[src/rtl/rx_deskew_pkg.sv]
// Shared types and sizing helpers for the multi-lane RX deskew engine.
package rx_deskew_pkg;

   typedef enum logic [1:0] {
      IDLE    = 2'd0,
      SEARCH  = 2'd1,
      ALIGNED = 2'd2,
      ERROR   = 2'd3
   } deskew_state_e;

   // Width of a per-lane delay / buffer pointer; never narrower than one bit.
   function automatic int dly_width(input int max_skew);
      return (max_skew > 1) ? $clog2(max_skew) : 1;
   endfunction

endpackage

[src/rtl/rx_deskew_lane_buf.sv]
// One lane of the deskew engine: circular symbol buffer, marker arrival
// tracking during search, and the delayed read with a zero-delay bypass.
module rx_deskew_lane_buf
   import rx_deskew_pkg::*;
#(
   parameter int SYMBOL_WIDTH = 8,
   parameter int MAX_SKEW     = 8,
   parameter int DLY_WIDTH    = dly_width(MAX_SKEW)
) (
   input  logic                    clk,
   input  logic                    rst_n,
   input  logic                    soft_rst,
   input  logic                    wr_en,
   input  logic [DLY_WIDTH-1:0]    wr_ptr,
   input  logic [SYMBOL_WIDTH+1:0] wr_word,
   input  logic                    clr,
   input  logic                    rec_en,
   input  logic [DLY_WIDTH-1:0]    cnt,
   input  logic                    dly_load,
   input  logic                    active,
   output logic                    arr_next,
   output logic [SYMBOL_WIDTH+1:0] rd_word,
   output logic [DLY_WIDTH-1:0]    dly
);

   localparam int WORD_W = SYMBOL_WIDTH + 2;

   logic [WORD_W-1:0]    mem [MAX_SKEW];
   logic [DLY_WIDTH-1:0] offset_q;
   logic                 arrived_q;
   logic                 marker_in;
   logic [DLY_WIDTH:0]   rd_sum;
   logic [DLY_WIDTH-1:0] rd_addr;

   assign marker_in = wr_word[WORD_W-1];
   assign arr_next  = arrived_q | (rec_en & marker_in);

   always_ff @(posedge clk) begin
      if (wr_en) mem[wr_ptr] <= wr_word;
   end

   always_ff @(posedge clk or negedge rst_n) begin
      if (!rst_n) begin
         arrived_q <= 1'b0;
         offset_q  <= '0;
         dly       <= '0;
      end else if (soft_rst || clr) begin
         arrived_q <= 1'b0;
         offset_q  <= '0;
         dly       <= '0;
      end else begin
         if (rec_en && marker_in && !arrived_q) begin
            arrived_q <= 1'b1;
            offset_q  <= cnt;
         end
         // A lane arriving on the final cycle has not set arrived_q yet: delay 0.
         if (dly_load) dly <= (active && arrived_q) ? (cnt - offset_q) : '0;
      end
   end

   // Read address is (wr_ptr - dly) mod MAX_SKEW, valid for any MAX_SKEW.
   always_comb begin
      rd_sum = {1'b0, wr_ptr} - {1'b0, dly};
      if (wr_ptr < dly) rd_sum = rd_sum + (DLY_WIDTH+1)'(MAX_SKEW);
      rd_addr = rd_sum[DLY_WIDTH-1:0];
   end

   assign rd_word = (dly == '0) ? wr_word : mem[rd_addr];

endmodule

[src/rtl/rx_multilane_deskew.sv]
// Multi-lane deskew: measures marker skew across active lanes, delays early
// lanes so all present the same symbol time, and keeps checking alignment.
module rx_multilane_deskew
   import rx_deskew_pkg::*;
#(
   parameter int NUM_LANES    = 16,
   parameter int SYMBOL_WIDTH = 8,
   parameter int MAX_SKEW     = 8,
   parameter int DLY_WIDTH    = dly_width(MAX_SKEW)
) (
   input  logic                              local_clk,
   input  logic                              local_rst,
   input  logic                              soft_rst,
   input  logic                              deskew_en,
   input  logic [NUM_LANES-1:0]              lane_mask,
   input  logic                              in_valid,
   input  logic [NUM_LANES*SYMBOL_WIDTH-1:0] in_data,
   input  logic [NUM_LANES-1:0]              in_sync,
   input  logic [NUM_LANES-1:0]              in_marker,
   output logic                              out_valid,
   output logic [NUM_LANES*SYMBOL_WIDTH-1:0] out_data,
   output logic [NUM_LANES-1:0]              out_sync,
   output logic                              aligned,
   output logic                              deskew_error,
   output logic [NUM_LANES*DLY_WIDTH-1:0]    lane_delay
);

   localparam int                   WORD_W  = SYMBOL_WIDTH + 2;
   localparam logic [DLY_WIDTH-1:0] PTR_MAX = DLY_WIDTH'(MAX_SKEW - 1);

   deskew_state_e                    state_q, state_d;
   logic [DLY_WIDTH-1:0]             wr_ptr_q;
   logic [DLY_WIDTH-1:0]             cnt_q;
   logic                             started_q;
   logic [NUM_LANES-1:0]             mask_q;
   logic [NUM_LANES-1:0]             arr_next;
   logic [NUM_LANES-1:0]             dmark;
   logic [NUM_LANES-1:0]             act_dmark;
   logic [NUM_LANES-1:0]             rd_sync;
   logic [NUM_LANES*SYMBOL_WIDTH-1:0] rd_data;
   logic [NUM_LANES*SYMBOL_WIDTH-1:0] data_mask;
   logic                             all_arrived;
   logic                             armed;
   logic                             mismatch;
   logic                             search_entry;
   logic                             dly_load;
   logic                             rec_en;
   logic                             out_en;
   logic                             aligned_d;
   logic                             error_d;

   for (genvar i = 0; i < NUM_LANES; i++) begin : g_lane
      logic [WORD_W-1:0] rd_word;

      rx_deskew_lane_buf #(
         .SYMBOL_WIDTH (SYMBOL_WIDTH),
         .MAX_SKEW     (MAX_SKEW),
         .DLY_WIDTH    (DLY_WIDTH)
      ) u_buf (
         .clk      (local_clk),
         .rst_n    (local_rst),
         .soft_rst (soft_rst),
         .wr_en    (in_valid),
         .wr_ptr   (wr_ptr_q),
         .wr_word  ({in_marker[i], in_sync[i], in_data[i*SYMBOL_WIDTH +: SYMBOL_WIDTH]}),
         .clr      (search_entry),
         .rec_en   (rec_en & mask_q[i]),
         .cnt      (cnt_q),
         .dly_load (dly_load),
         .active   (mask_q[i]),
         .arr_next (arr_next[i]),
         .rd_word  (rd_word),
         .dly      (lane_delay[i*DLY_WIDTH +: DLY_WIDTH])
      );

      assign dmark[i]                                = rd_word[WORD_W-1];
      assign rd_sync[i]                              = rd_word[SYMBOL_WIDTH];
      assign rd_data[i*SYMBOL_WIDTH +: SYMBOL_WIDTH] = rd_word[SYMBOL_WIDTH-1:0];
      assign data_mask[i*SYMBOL_WIDTH +: SYMBOL_WIDTH] = {SYMBOL_WIDTH{mask_q[i]}};
   end

   // Masked lanes count as already arrived and never take part in the check.
   assign all_arrived = &(arr_next | ~mask_q);
   assign armed       = started_q | (|(in_marker & mask_q));
   assign act_dmark   = dmark & mask_q;
   assign mismatch    = (|act_dmark) && (act_dmark != mask_q);

   always_ff @(posedge local_clk or negedge local_rst) begin
      if (!local_rst)   state_q <= IDLE;
      else if (soft_rst) state_q <= IDLE;
      else               state_q <= state_d;
   end

   always_comb begin
      state_d = state_q;
      case (state_q)
         IDLE: begin
            if (deskew_en) state_d = SEARCH;
         end
         SEARCH: begin
            if (!deskew_en)                               state_d = IDLE;
            else if (in_valid && armed && all_arrived)    state_d = ALIGNED;
            else if (in_valid && started_q && cnt_q == PTR_MAX) state_d = ERROR;
         end
         ALIGNED: begin
            if (!deskew_en)               state_d = IDLE;
            else if (in_valid && mismatch) state_d = ERROR;
         end
         ERROR: begin
            state_d = deskew_en ? SEARCH : IDLE;
         end
         default: state_d = IDLE;
      endcase
   end

   always_comb begin
      search_entry = (state_q != SEARCH) && (state_d == SEARCH);
      dly_load     = (state_q == SEARCH) && (state_d == ALIGNED);
      rec_en       = (state_q == SEARCH) && in_valid;
      out_en       = (state_q == ALIGNED) && in_valid;
      aligned_d    = (state_d == ALIGNED);
      error_d      = (state_d == ERROR);
   end

   // Write pointer runs in every state; skew counter runs only once armed.
   always_ff @(posedge local_clk or negedge local_rst) begin
      if (!local_rst) begin
         wr_ptr_q  <= '0;
         cnt_q     <= '0;
         started_q <= 1'b0;
         mask_q    <= '0;
      end else if (soft_rst) begin
         wr_ptr_q  <= '0;
         cnt_q     <= '0;
         started_q <= 1'b0;
         mask_q    <= '0;
      end else begin
         if (in_valid) wr_ptr_q <= (wr_ptr_q == PTR_MAX) ? '0 : wr_ptr_q + DLY_WIDTH'(1);
         if (search_entry) begin
            cnt_q     <= '0;
            started_q <= 1'b0;
            mask_q    <= lane_mask;
         end else if (rec_en && armed) begin
            started_q <= 1'b1;
            cnt_q     <= cnt_q + DLY_WIDTH'(1);
         end
      end
   end

   // Output stage
   always_ff @(posedge local_clk or negedge local_rst) begin
      if (!local_rst) begin
         out_valid    <= 1'b0;
         out_data     <= '0;
         out_sync     <= '0;
         aligned      <= 1'b0;
         deskew_error <= 1'b0;
      end else if (soft_rst) begin
         out_valid    <= 1'b0;
         out_data     <= '0;
         out_sync     <= '0;
         aligned      <= 1'b0;
         deskew_error <= 1'b0;
      end else begin
         out_valid    <= out_en;
         out_data     <= out_en ? (rd_data & data_mask) : '0;
         out_sync     <= out_en ? (rd_sync & mask_q) : '0;
         aligned      <= aligned_d;
         deskew_error <= error_d;
      end
   end

endmodule

[config.mk]
export PLATFORM = sky130hd
export DESIGN_NAME = rx_multilane_deskew
export DESIGN_NICKNAME = d
export VERILOG_FILES = /design/src/rtl/rx_deskew_pkg.sv /design/src/rtl/rx_deskew_lane_buf.sv /design/src/rtl/rx_multilane_deskew.sv
export SDC_FILE = /design/constraint.sdc
export NUM_CORES = 2
export LEC_CHECK = 0
export ABC_AREA = 1
export BUFFER_PORTS_ARGS = -buffer_cell sky130_fd_sc_hd__buf_2
export CAP_MARGIN = 15
export CORE_MARGIN = 1
export CORE_UTILIZATION = 40
export CTS_BUF_LIST = sky130_fd_sc_hd__clkbuf_4
export DETAILED_ROUTE_END_ITERATION = 8
export SLEW_MARGIN = 20
export SYNTH_ARGS = -nofsm -noshare
export SYNTH_HDL_FRONTEND = slang
export SYNTH_SLANG_ARGS = --single-unit
[constraint.sdc]
create_clock -name local_clk -period 10.35 [get_ports local_clk]
set_clock_uncertainty 0.1 [all_clocks]
set_input_delay 2.07 -clock local_clk [delete_from_list [all_inputs] [get_ports local_clk]]
set_output_delay 2.07 -clock local_clk [all_outputs]
set_load 0.02 [all_outputs]
# [Word level (Yosys, flattened, before mapping)]
# Memory sizes are Yosys's and may differ from the RTL's.
# Cells that the tools add are included.
[word_totals] out_inout_bits=195 wordCells=494 ram_bits=1280 memories=16 ff_bits=284 in_bits=181
[mem_list] memory="g_lane[0].u_buf.mem" words=8 word_bits=10 rd=1 rd_ports_with_merged_regs=0 wr=1 line_no="rx_deskew_lane_buf.sv:28" text="logic [WORD_W-1:0] mem [MAX_SKEW];"
[mem_list] memory="g_lane[10].u_buf.mem" words=8 word_bits=10 rd=1 rd_ports_with_merged_regs=0 wr=1 line_no="rx_deskew_lane_buf.sv:28"
[mem_list] memory="g_lane[11].u_buf.mem" words=8 word_bits=10 rd=1 rd_ports_with_merged_regs=0 wr=1 line_no="rx_deskew_lane_buf.sv:28"
[mem_list] memory="g_lane[12].u_buf.mem" words=8 word_bits=10 rd=1 rd_ports_with_merged_regs=0 wr=1 line_no="rx_deskew_lane_buf.sv:28"
[mem_list] memory="g_lane[13].u_buf.mem" words=8 word_bits=10 rd=1 rd_ports_with_merged_regs=0 wr=1 line_no="rx_deskew_lane_buf.sv:28"
[mem_list] memory="g_lane[14].u_buf.mem" words=8 word_bits=10 rd=1 rd_ports_with_merged_regs=0 wr=1 line_no="rx_deskew_lane_buf.sv:28"
[mem_list] memory="+10 memories"
[op_classes] mux=173 bitwise=55 magnitude_cmp=16 n_reduce_logical=116 n_eq_ne=10 n_addsub=50
[op_table] op="3-bit 2-to-1 mux" count=102
[op_table] op="128-bit 2-to-1 mux" count=2
[op_table] op="10-bit 2-to-1 mux" count=16
[op_table] op="128-bit AND" count=1
[op_table] op="3-bit subtractor" count=32
[op_table] op="16-bit 2-to-1 mux" count=4
[op_table] op="1-bit logical AND" count=59
[op_table] op="3-bit by 1-bit adder with 3-bit output, second input constant" count=18
[op_table] op="16-bit AND" count=3
[op_table] op="3-bit zero test" count=16
[op_table] op="3-bit less-than comparator" count=16
[op_table] op="1-bit 2-to-1 mux" count=41
[op_table] op="2-bit nonzero test" count=19
[op_table] op="1-bit AND" count=32
[op_table] op="16-bit OR reduction" count=2
[op_table] op="1-bit bitwise OR" count=17
[op_table] op="1-bit zero test" count=16
[op_table] op="16-bit inequality test" count=1
[op_table] op="16-bit NOT" count=1
[op_table] op="16-bit bitwise OR" count=1
[op_table] op="16-bit AND reduction" count=1
[op_table] op="2-bit 2-to-1 mux" count=7
[op_table] op="2-bit == test, second input constant" count=4
[op_table] op="2-bit one-hot mux with 4 select lines" count=1
[op_table] op="other kinds (6)" count=8

# [Logic depth before layout (Yosys ltp)]
# An unclocked memory read counts as a cell.
[depth] word_depth=16 depth_mapped=25 mapped_depth_nobuf=24

# [Hierarchy]
# Synthesis repeated with hierarchy kept, for this count alone.
[unflattened] cells_unflattened=8008 hier_area_um2=73331.6
[by_module_without_submodules] module="rx_deskew_lane_buf (g_lane[15].u_buf ...)" seq_area_each_um2=2577.5 n_inst=10 cells_each=452 area_per_inst_um2=4144.0
[by_module_without_submodules] module="rx_deskew_lane_buf (g_lane[10].u_buf ...)" seq_area_each_um2=2577.5 n_inst=4 cells_each=452 area_per_inst_um2=4166.5
[by_module_without_submodules] module="rx_multilane_deskew" seq_area_each_um2=4304.1 n_inst=1 cells_each=775 area_per_inst_um2=6867.8
[by_module_without_submodules] module="rx_deskew_lane_buf (g_lane[0].u_buf)" seq_area_each_um2=2577.5 n_inst=1 cells_each=452 area_per_inst_um2=4189.0
[by_module_without_submodules] module="rx_deskew_lane_buf (g_lane[11].u_buf)" seq_area_each_um2=2577.5 n_inst=1 cells_each=453 area_per_inst_um2=4169.0

# [Least setup slack after synthesis]
# No wires, ideal clock.
[synth_timing] path_type="input -> register" start="input port in_valid" end="memory g_lane[0].u_buf.mem[0][0] (netlist name) (enable)" t_arrival_ns=9.084 path_slack_ns=0.485 n_path_buf=1 setup_time_ns=0.681 required_ns=9.569 stages=5 path_cell_list="buf_2 inv_1 nor2_1 inv_1 nor2_1"
[synth_via] elab_chain_cells=2
[synth_lines] element="from (decl)" line_no="rx_multilane_deskew.sv:16" text="input logic in_valid,"
[synth_lines] element="1-bit 2-to-1 mux" line_no="rx_deskew_lane_buf.sv:39" text="if (wr_en) mem[wr_ptr] <= wr_word;"
[synth_lines] element="1-bit 2-to-1 mux (implied by the code)" line_no="rx_deskew_lane_buf.sv:39"
[synth_lines] element="to (decl)" line_no="rx_deskew_lane_buf.sv:28"
# No other way between the ends.

# [Worst setup path after layout]
[layout_timing] start="register wr_ptr_q[0]" end="register g_lane[13].u_buf.dly[2]"
[layout_via] elab_chain_cells=16 word_cells_on_any_way=111 classes_between="add/sub (32); order compare (16); eq/ne (3); mux (36); bitwise (1); reduce/logical (7); memory (16)"
[layout_lines] element="from (decl)" line_no="rx_multilane_deskew.sv:32" text="logic [DLY_WIDTH-1:0] wr_ptr_q;"
[layout_lines] element="from (signal assigned)" line_no="rx_multilane_deskew.sv:138" text="if (in_valid) wr_ptr_q <= (wr_ptr_q == PTR_MAX) ? '0 : wr_ptr_q + DLY_WIDTH'(1);"
[layout_lines] element="3-bit subtractor" line_no="rx_deskew_lane_buf.sv:63" text="rd_sum = {1'b0, wr_ptr} - {1'b0, dly};"
[layout_lines] element="3-bit by 1-bit adder with 3-bit output" line_no="rx_deskew_lane_buf.sv:64" text="if (wr_ptr < dly) rd_sum = rd_sum + (DLY_WIDTH+1)'(MAX_SKEW);"
[layout_lines] element="3-bit 2-to-1 mux" line_no="rx_deskew_lane_buf.sv:64"
[layout_lines] element="memory read 8 x 10 bit"
[layout_lines] element="10-bit 2-to-1 mux" line_no="rx_deskew_lane_buf.sv:68" text="assign rd_word = (dly == '0) ? wr_word : mem[rd_addr];"
[layout_lines] element="16-bit AND *" line_no="rx_multilane_deskew.sv:85" text="assign act_dmark = dmark & mask_q;"
[layout_lines] element="16-bit inequality test or 16-bit OR reduction (tied branches)" line_no="rx_multilane_deskew.sv:86" text="assign mismatch = (|act_dmark) && (act_dmark != mask_q);"
[layout_lines] element="1-bit logical AND *" line_no="rx_multilane_deskew.sv:86"
[layout_lines] element="1-bit logical AND *" line_no="rx_multilane_deskew.sv:107" text="else if (in_valid && mismatch) state_d = ERROR;"
[layout_lines] element="2-bit 2-to-1 mux *" line_no="rx_multilane_deskew.sv:107"
[layout_lines] element="2-bit 2-to-1 mux *" line_no="rx_multilane_deskew.sv:106" text="if (!deskew_en) state_d = IDLE;"
[layout_lines] element="2-bit one-hot mux with 4 select lines *" line_no="rx_multilane_deskew.sv:96" text="case (state_q)"
[layout_lines] element="2-bit by 1-bit == test with 1-bit output" line_no="rx_multilane_deskew.sv:117" text="search_entry = (state_q != SEARCH) && (state_d == SEARCH);"
[layout_lines] element="1-bit logical AND" line_no="rx_multilane_deskew.sv:117"
[layout_lines] element="1-bit logical OR" line_no="rx_deskew_lane_buf.sv:47" text="end else if (soft_rst || clr) begin"
[layout_lines] element="3-bit 2-to-1 mux or 2-bit nonzero test (tied branches)"
[layout_lines] element="to (signal assigned)" line_no="rx_deskew_lane_buf.sv:57" text="if (dly_load) dly <= (active && arrived_q) ? (cnt - offset_q) : '0;"
[layout_lines] element="to (decl)" line_no="rx_deskew_lane_buf.sv:23" text="output logic [DLY_WIDTH-1:0] dly"
# Every way passes the cells marked *; elsewhere a longest branch is shown, timed or not.
# A chain may end at the register's enable or synchronous reset.

==> results.cfg <==
[cells_and_area]
register_area_sq_um = 45500
areaGrowthSynthToFinish_pct = 14.9
multi_input_area_sq_um = 16600
drive_above_1_share_pct = 19.0
final_cells = 8513
nFillCells = 14621
nets = 6260

[floorplan]
die_h_um = 403
die_x_um = 403
design.portCount = 376
row_count = 146
die-area_sq_um = 162000
start_util_pct = 40.4
coreArea_sq_um = 159000

[clock_network]
clk_latency_ns = 1.38
root_buffer = clkbuf_4
cts_sinks = 1564
cts_hold_buf = 0
htreeDepth = 5
clk_pin_slew_ns = 0.07
cts-resized-gates = 0
clk_path_buf_depth = 4
cts_setup_buffers = 0
numCtsBuffers = 420
cts_tree = done

[timing]
hold-worst-slack_ns = 0.429
fin_ws_ns = 4.48
hold_viol = 0
max_freq_mhz = 170
finalCriticalPeriod_ns = 5.87
finalCritPeriodShare_pct = 56.7
grt_setup_unrepaired = false
maxSlewViolCount = 0
tightest_slew_ns = 1.09
setup_violations = 0
fin_setup_tns_ns = 0
max_slew_margin_pct = 27.4

[critical_path]
crit_top_cell = nand2_1
worstSetupStartpointType = flop
worst_setup_path_end_kind = flop
crit_type = flop to flop
cp_max_fo = 65
worstPathRequired_ns = 11.40
crit_slowest_cell = fa_1
crit_path_start = wr_ptr_q[0]$_DFFE_PN0P_
arrival_ns = 6.91
cp_cell_sequence = clkinv_1, buf_4, ha_1, inv_1, fa_1, clkinv_1, nand3_1, nand2_1, nand2_1, nand3_1, nand2_1, nand2_1, nand2_1, inv_1, nand2_1, nor2_1, nand2_1, nand3_1, nand2_1, nand3_4, nand2_4, nor2_1
slowest_delay_ns = 0.93
timing.rr.start = wr_ptr_q[0]$_DFFE_PN0P_

[place]
port_buffers = 375
dpl.hpwl_mm = 101
dp_slack_ns = 4.06
placedCellCount = 7735
routabilityCongestion = 0.812

[power_and_ir_drop]
vdd_drop_max_uv = 127
power.density_nw_per_um2 = 182
power_mw = 13.5
leakagePower_nw = 28.5

[synth]
ys_ff_latch = 1564
syn_area_sq_um = 64300
synth_top_cell_area_share_pct = 59.7
synthArstFlopShare_pct = 18.2
synth_edf_count = 1280
synth_cells = 5437
synth_area_per_cell_sq_um = 11.8
synth-seq-area-share_pct = 70.8
synth_cell_types = 39
yosysTopAreaCell = edfxtp_1
synthFlopType = edfxtp_1
yosys_warnings = 0
synth_nets = 5686
synth_area_leaders = edfxtp_1 (60%), dfrtp_1 (11%), nand2_1 (8.6%)

[route]
wirelength_mm = 175
postRouteAntennaNets = 0
drc_errors = 0
drt_pass1_iterations = 6
vias = 44725
post_drt_wl_per_cell_um = 20.6
dr.first_iter.drc_count = 3437
vias_per_cell = 5.25

[grt]
grt_start_max_net_pins = 153
grt_pass1_wl_mm = 264
antenna_found_initial = 46
overflow = 0
grt_pass1_vias = 43841
grt_use_total_pct = 21.4

[worst_hold_path]
min_path_type = flop to flop
holdCritStartpoint = g_lane[4].u_buf.offset_q[1]$_DFFE_PN0P_

[outcome]
status = finished, final reports clean

[flow_run]
drv_cap = 0
## state kept, by name, indices dropped and copies added, names as in the netlist
name	cells
g_lane.u_buf.offset_q	48
mask_q	16
g_lane.u_buf.mem	1280
wr_ptr_q	3
g_lane.u_buf.dly	48
aligned	1
out_data	128
g_lane.u_buf.arrived_q	16
deskew_error	1
out_valid	1
cnt_q	3
started_q	1
state_q	2
out_sync	16
## per-layer routing
metal | wire length, um | global-route usage (%) | part of all wire [%] | vias to the layer above
met5 | 248 | 0 | 0.14 | -
met4 | 4790 | 8.24 | 2.7 | 42
met3 | 14600 | 5.97 | 8.3 | 381
met2 | 82100 | 33.5 | 47 | 1577
met1 | 73600 | 28.2 | 42 | 21858
li1 | - | - | - | 20867
## cell usage in the layout, fill, tap and decap left out, drive strengths merged, types with 90 or more instances in the layout
master,synthesis,final
nand2,1479,1479
edfxtp,1280,1280
clkbuf,171,647
buf,120,443
nand3,432,432
nor2,288,288
dfrtp,284,284
inv,249,249
a21oi,245,245
nor3,186,186
o21ai,177,177
nand4,114,114
clkinv,13,108
a31oi,90,90
## synthesized netlist by cell type, types with 31 or more instances
master    count
buf_1        62
o21ai_0     172
edfxtp_1   1280
inv_1       241
buf_2        38
a311oi_1     54
nor2_2       31
a31oi_1      90
xnor2_1      32
a221oi_1     56
nand4_1     114
nand2_1    1472
nor3_1      178
a32o_1       81
clkbuf_1    171
fa_1         32
nor2_1      256
ha_1         36
dfrtp_1     284
nand3_1     431
a21oi_1     235
## stage by stage
stage               instance area, sq um  util [%]
floorplan                          64300         -
global placement                   68300      42.9
detailed placement                 68300      43.0
CTS                                73900      46.4
global route                       73900      46.5
finish                             74000      46.5
## final timing paths
check	slack, ns	end	depth (start not counted)
max	4.48	g_lane[13].u_buf.dly[2]$_DFFE_PN0P_	22
min	0.43	g_lane[4].u_buf.offset_q[1]$_DFFE_PN0P_	2
max reg2reg	4.48	g_lane[13].u_buf.dly[2]$_DFFE_PN0P_	22
min reg2reg	0.43	g_lane[4].u_buf.offset_q[1]$_DFFE_PN0P_	2
max in group asynchronous	8.02	out_data[88]$_DFF_PN0_	2
min in group asynchronous	0.66	out_data[31]$_DFF_PN0_	1
## power by group
part           leakage [nW]  internal, mW  switching (mW)
Clock                  3.31          3.08            2.55
Sequential             15.6          6.94          0.0381
Combinational          9.60         0.234           0.626
Total                  28.5          10.3            3.22
## critical path, delay by kind of cell, from the launching register on
family,cells,cell delay [ns]
flip-flops,1,0.42
buffers and inverters,5,1.39
AND/OR/NAND/NOR,15,2.56
adder cells (fa/ha/maj),2,1.14
## final cells by class
class | instances | area share (%)
flip-flops and latches | 1564 | 61.6
well taps | 2146 | 3.63
repair buffers | 443 | 3.35
clock buffers | 647 | 6.57
inverters | 262 | 1.33
clock inverters | 108 | 0.952
diodes | 23 | 0.0778
multi-input cells | 3320 | 22.5
## cells by family after synthesis
family          after synthesis  share of synthesized area [%]
flops                      1564                           70.8
fa+ha+maj                    68                           1.70
xor+xnor                     32                          0.436
compound gates              711                           7.07
buf+inv                     553                           3.47
simple gates               2509                           16.6
Power figures use the tool's default switching activity.
